$ cat src/rtl/memory_arbiter_pkg.sv
// Shared types for the two-port (I$/D$) memory arbiter: FSM encoding, grant IDs
// and default widths.
package memory_arbiter_pkg;
  localparam int ADDR_W_DEF  = 28;
  localparam int BLOCK_W_DEF = 128;

  typedef enum logic [1:0] {
    IDLE  = 2'd0,
    ISSUE = 2'd1,
    WAIT  = 2'd2
  } state_e;

  typedef enum logic {
    ICACHE = 1'b0,
    DCACHE = 1'b1
  } grant_e;
endpackage

$ cat src/rtl/memory_arbiter_rr_select.sv
// Two-way round-robin pick: on a tie the requester that did not win last time
// gets the grant; a lone requester always wins.
module rr_select
  import memory_arbiter_pkg::*;
(
  input  logic   i_req_i,
  input  logic   d_req_i,
  input  grant_e last_grant_i,
  output grant_e grant_o,
  output logic   valid_o
);
  always_comb begin
    valid_o = i_req_i | d_req_i;
    grant_o = ICACHE;
    if (i_req_i && d_req_i) grant_o = (last_grant_i == ICACHE) ? DCACHE : ICACHE;
    else if (d_req_i)       grant_o = DCACHE;
  end
endmodule

$ cat src/rtl/memory_arbiter.sv
// Shares one main-memory port between the instruction and data caches.
// IDLE latches the winner's request, ISSUE presents it, WAIT holds it until memory finishes.
module memory_arbiter
  import memory_arbiter_pkg::*;
#(
  parameter int ADDR_W  = ADDR_W_DEF,
  parameter int BLOCK_W = BLOCK_W_DEF,
  parameter int TIMEOUT = 255
) (
  input  logic               CLK,
  input  logic               RESET,
  input  logic               i_read,
  input  logic [ADDR_W-1:0]  i_address,
  output logic [BLOCK_W-1:0] i_readdata,
  output logic               i_busywait,
  input  logic               d_read,
  input  logic               d_write,
  input  logic [ADDR_W-1:0]  d_address,
  input  logic [BLOCK_W-1:0] d_writedata,
  output logic [BLOCK_W-1:0] d_readdata,
  output logic               d_busywait,
  output logic               mem_read,
  output logic               mem_write,
  output logic [ADDR_W-1:0]  mem_address,
  output logic [BLOCK_W-1:0] mem_writedata,
  input  logic [BLOCK_W-1:0] mem_readdata,
  input  logic               mem_busywait,
  output logic               mem_timeout
);
  localparam int CNT_W = $clog2(TIMEOUT + 1);
  localparam logic [CNT_W-1:0] CNT_MAX = CNT_W'(TIMEOUT);

  state_e               state_q, state_d;
  grant_e               grant_q, last_grant_q, sel_grant;
  logic                 sel_valid, complete, i_req, d_req;
  logic                 done_q, busy_seen_q, timeout_q, mem_read_q, mem_write_q;
  logic [ADDR_W-1:0]    addr_q;
  logic [BLOCK_W-1:0]   wdata_q, i_rdata_q, d_rdata_q;
  logic [CNT_W-1:0]     cnt_q;

  // The requester served last cycle still holds its request while it sees
  // busywait low; mask it so the same block is not fetched twice.
  assign i_req = i_read & ~(done_q & (grant_q == ICACHE));
  assign d_req = (d_read | d_write) & ~(done_q & (grant_q == DCACHE));

  rr_select u_rr (
    .i_req_i      (i_req),
    .d_req_i      (d_req),
    .last_grant_i (last_grant_q),
    .grant_o      (sel_grant),
    .valid_o      (sel_valid)
  );

  assign complete = (state_q == WAIT) && !mem_busywait && busy_seen_q;

  always_comb begin
    state_d = state_q;
    unique case (state_q)
      IDLE:    if (sel_valid) state_d = ISSUE;
      ISSUE:   state_d = WAIT;
      WAIT:    if (complete) state_d = IDLE;
      default: state_d = IDLE;
    endcase
  end

  always_ff @(posedge CLK or negedge RESET) begin
    if (!RESET) begin
      state_q      <= IDLE;
      grant_q      <= ICACHE;
      last_grant_q <= DCACHE;
      done_q       <= 1'b0;
      busy_seen_q  <= 1'b0;
      timeout_q    <= 1'b0;
      mem_read_q   <= 1'b0;
      mem_write_q  <= 1'b0;
      addr_q       <= '0;
      wdata_q      <= '0;
      i_rdata_q    <= '0;
      d_rdata_q    <= '0;
      cnt_q        <= '0;
    end else begin
      state_q <= state_d;
      done_q  <= complete;
      if (state_q == IDLE && sel_valid) begin
        grant_q     <= sel_grant;
        addr_q      <= (sel_grant == ICACHE) ? i_address : d_address;
        if (sel_grant == DCACHE) wdata_q <= d_writedata;
        // read+write together from the D$ is a write-back
        mem_write_q <= (sel_grant == DCACHE) && d_write;
        mem_read_q  <= !((sel_grant == DCACHE) && d_write);
        busy_seen_q <= 1'b0;
        cnt_q       <= '0;
      end
      if ((state_q == ISSUE || state_q == WAIT) && mem_busywait) busy_seen_q <= 1'b1;
      if (state_q == WAIT) begin
        if (cnt_q != CNT_MAX) cnt_q <= cnt_q + 1'b1;
        if (cnt_q == CNT_MAX - 1'b1) timeout_q <= 1'b1;
      end
      if (complete) begin
        mem_read_q   <= 1'b0;
        mem_write_q  <= 1'b0;
        last_grant_q <= grant_q;
        if (mem_read_q) begin
          if (grant_q == ICACHE) i_rdata_q <= mem_readdata;
          else                   d_rdata_q <= mem_readdata;
        end
      end
    end
  end

  assign i_busywait    = i_req;
  assign d_busywait    = d_req;
  assign i_readdata    = i_rdata_q;
  assign d_readdata    = d_rdata_q;
  assign mem_read      = mem_read_q;
  assign mem_write     = mem_write_q;
  assign mem_address   = addr_q;
  assign mem_writedata = wdata_q;
  assign mem_timeout   = timeout_q;
endmodule

$ cat config.mk
export PLATFORM = sky130hd
export DESIGN_NAME = memory_arbiter
export DESIGN_NICKNAME = d
export VERILOG_FILES = /design/src/rtl/memory_arbiter_pkg.sv /design/src/rtl/memory_arbiter_rr_select.sv /design/src/rtl/memory_arbiter.sv
export SDC_FILE = /design/constraint.sdc
export NUM_CORES = 1
export LEC_CHECK = 0
export ABC_CLOCK_PERIOD_IN_PS = 1860
export CORE_AREA = 2 2 286 288
export CTS_CLUSTER_DIAMETER = 100
export DETAILED_ROUTE_END_ITERATION = 7
export DIE_AREA = 0 0 288 290
export GPL_ROUTABILITY_DRIVEN = 1
export GPL_TIMING_DRIVEN = 0
export PLACE_DENSITY = 0.45
export SYNTH_ARGS = -nofsm -noshare
export SYNTH_HDL_FRONTEND = slang
export SYNTH_SLANG_ARGS = --single-unit
$ cat constraint.sdc
create_clock -name CLK -period 1.86 [get_ports CLK]
set_input_delay 0.558 -clock CLK [delete_from_list [all_inputs] [get_ports CLK]]
set_output_delay 0.558 -clock CLK [all_outputs]
set_load 0.02 [all_outputs]
==> impl_metrics.json <==
{
  "status": "finished, violations left",
  "violations": "hold timing, setup timing",
  "wl_met1_um": 24300,
  "worst_pin_slew_ns": 0.676,
  "synth_top_cell_by_area": "dfrtp_1",
  "synth_top_area_share_pct": 63.9,
  "synth-xor-area-share_pct": 0.0523,
  "power_per_cell_area_mw_per_mm2": 1730,
  "synth_compound_area_share_pct": 2.90,
  "drt_iter0_drc": 299,
  "die_y_um": 290,
  "relSlewSlack_pct": 54.9,
  "grt_setup_unrepaired": "true",
  "combPwrFrac_pct": 44.0,
  "rows": 104,
  "drv_slew": 0,
  "critPathSlowestCell": "dfrtp_2",
  "crit_chain": "nand2b_4 > nand2_4 > buf_4 > buf_4 > buf_4 > buf_4 > buf_4 > buf_4 > a31oi_2 > mux2_4",
  "cts_tree": "done",
  "synth-simple-area-share_pct": 0.866,
  "wl_met2_um": 34200,
  "clock_path_buffers": 3,
  "min_period_ns": 2.01,
  "whs_ns": -0.122,
  "io_pins": 735,
  "muxShareOfSynthArea_pct": 29.5,
  "antenna_found_initial": 11,
  "gp_congestion": 0.784,
  "grt_first_pass_wirelength_um": 92900,
  "max_freq_mhz": 497,
  "drv_cap": 0,
  "die_w_um": 288,
  "port-buffer-count": 734,
  "syn_nets": 1353,
  "clock_sinks": 429,
  "dp.cells": 2827,
  "p_leak_nw": 13.6,
  "syn_area_mm2": 0.0168,
  "synth_area_leaders": "dfrtp_1 (64%), mux2_2 (20%), mux2_4 (7.8%), o21ai_0 (1.9%), mux2i_1 (1.7%)",
  "die_area_mm2": 0.0835,
  "async_reset_ff_share_pct": 100,
  "initial_utilization_pct": 20.9,
  "yosysSeqAreaShare_pct": 64.1,
  "fin_crit_sh_pct": 108,
  "overflow": 0,
  "layout-drive-gt1-share_pct": 54.0,
  "yosys_warnings": 0,
  "skew_ns": 0.0227,
  "synth-edff-count": 0,
  "dr.max_layer_used": "met5",
  "fillCellCount": 7982,
  "ant_nets": 0,
  "grt_max_degree": 114,
  "synth_top_family_by_area": "multiplexers",
  "setup_viol": 330,
  "synth_adder_area_share_pct": 0.373,
  "worstPathArrival_ns": 2.48,
  "dr_total_vias": 12000,
  "grt_pass1_vias": 13300,
  "ys_dominant_reg_cell": "dfrtp_1",
  "core_mm2": 0.0802,
  "critPathCaptureType": "flip-flop",
  "hold_viol": 79,
  "clk_pin_slew_ns": 0.06,
  "multiInputGateArea_mm2": 0.00651,
  "yosys_register_bits": 429,
  "routedWlPerCell_um": 21.8,
  "p_int_mw": 30.3,
  "max_stage_delay_ns": 0.39,
  "regArea_mm2": 0.0107,
  "crit_type": "reg2reg",
  "final_cells": 2997,
  "avgSynthCellArea_um2": 16.3,
  "grt.total_usage_pct": 14.9,
  "worst_slack_ns": -0.151,
  "drc_errors": 0,
  "totalPowerFinal_mw": 48.2,
  "finish.utilization_pct": 34.8,
  "synthMostInstantiatedCell": "dfrtp_1",
  "syn_to_final_growth_pct": 66.4,
  "synth_commonest_cells": "dfrtp_1 (428), mux2_2 (298), mux2_4 (87)",
  "drtPass1Iterations": 4,
  "cp-start-kind": "flip-flop",
  "p_switching_mw": 18.0,
  "cp_max_fo": 3,
  "yosysUniqueCellTypes": 37,
  "syn_inst": 1030,
  "viasPerCell": 4.02,
  "post-place-ws_ns": -1.06,
  "vdd_drop_max_v": 0.000849,
  "cp_common_cell": "buf_4",
  "switching_share_pct": 37.2,
  "seqPwrFrac_pct": 33.1,
  "post-dp-hpwl_um": 46700,
  "wl_um": 65400,
  "p_clk_share_pct": 22.9,
  "hp-class": "in2async",
  "worst_ep_required_time_ns": 2.32,
  "wl_met3_um": 5120,
  "cts_inserted_buffers": 54,
  "root_buffer": "clkbuf_16",
  "final_nets": 2213,
  "clk_latency_ns": 0.60,
  "htreeDepth": 2
}
## final cells by class
cell class	count	share of cell area [%]
antenna	8	0.0718
buffer	50	2.57
clock buffer	78	5.82
clock inverter	17	0.960
inverter	9	0.121
multi-input combinational	534	23.3
sequential	429	38.5
tap	1060	4.75
timing repair buffer	812	23.9
## layer usage
| layer | GRT usage [%] | up-vias |
|---|---|---|
| met5 | 0 | - |
| met4 | 4.50 | 6 |
| met3 | 5.20 | 96 |
| met2 | 27.1 | 446 |
| met1 | 16.1 | 6074 |
| li1 | - | 5422 |
## power by group through the flow
stage          Sequential, mW  Clock, mW  Combinational [mW]
5_1_grt                  16.5       11.9                22.5
3_3_place_gp             16.0          0                24.0
3_5_place_dp             16.0          0                24.1
2_1_floorplan            20.8          0                7.17
4_1_cts                  15.8       11.5                21.7
6_report                 16.0       11.0                21.2
## sequential cells by signal (all words and copies together) (netlist names)
signal and count:
i_readdata 128, done_q 1, mem_address 28, d_readdata 128, mem_write 1, last_grant_q 1
mem_read 1, mem_writedata 128, mem_timeout 1, busy_seen_q 1, cnt_q 8, state_q 2
grant_q 1
## kinds of logic after synthesis
family	count (synthesis)
AND/OR/NAND/NOR	28
buffers and inverters	67
AO/OA/AOI/OAI	86
adder cells (fa/ha/maj)	5
XOR/XNOR	1
flip-flops	429
multiplexers	414
## per-stage QoR
stage                     setup TNS (ns)  cell area, um^2
after detailed placement         -404.69            26100
final                             -24.98            27900
after floorplan                    -9.67            17300
after global placement          -8886.18            26000
after global routing              -55.93            27900
after CTS                         -66.00            28500
## cells in the final DEF (no fill, tap or decap), drive strengths merged, types with 3 or more instances in the layout
| cell type | instances |
|---|---|
| a31o | 4 |
| ha | 5 |
| clkinv | 10 |
| dlygate4sd2 | 3 |
| diode | 8 |
| mux2i | 29 |
| dfrtp | 428 |
| o21ai | 65 |
| buf | 169 |
| a21oi | 5 |
| nand3 | 4 |
| clkdlybuf4s50 | 313 |
| nand2 | 10 |
| mux2 | 385 |
| nand4 | 3 |
| or3 | 3 |
| bufinv | 6 |
| clkbuf | 453 |
| inv | 10 |
## worst paths after layout
path                                         startpoint                            end  slack, ns  cells past startpoint
worst max-delay path                grant_q$_DFFE_PN0P_         state_q[1]$_DFFE_PN0P_      -0.15                     10
worst min-delay path                              RESET     i_readdata[37]$_DFFE_PN0P_      -0.12                      1
worst max register to register      grant_q$_DFFE_PN0P_         state_q[1]$_DFFE_PN0P_      -0.15                     10
worst min register to register  mem_timeout$_DFFE_PN0P_        mem_timeout$_DFFE_PN0P_       0.48                      1
max in group asynchronous                         RESET  mem_writedata[10]$_DFFE_PN0P_       0.38                      3
min in group CLK                mem_timeout$_DFFE_PN0P_        mem_timeout$_DFFE_PN0P_       0.48                      1
## what timing repair did
action	CTS	global route
hold buffers	0	1
hold endpoints to repair	0	31
buffers inserted	35	19
cloned	16	11
resized for setup	769	846
setup endpoints to repair	839	874
pin swaps	5	2
## worst max-delay path: cells and delay by family, from the launching register on
kind	cells	cell delay, ns
AND/OR/NAND/NOR	2	0.22
AO/OA/AOI/OAI	1	0.23
flip-flops	1	0.39
multiplexers	1	0.32
buffers and inverters	6	0.74
No activity file was read; power rests on OpenSTA's default activity.
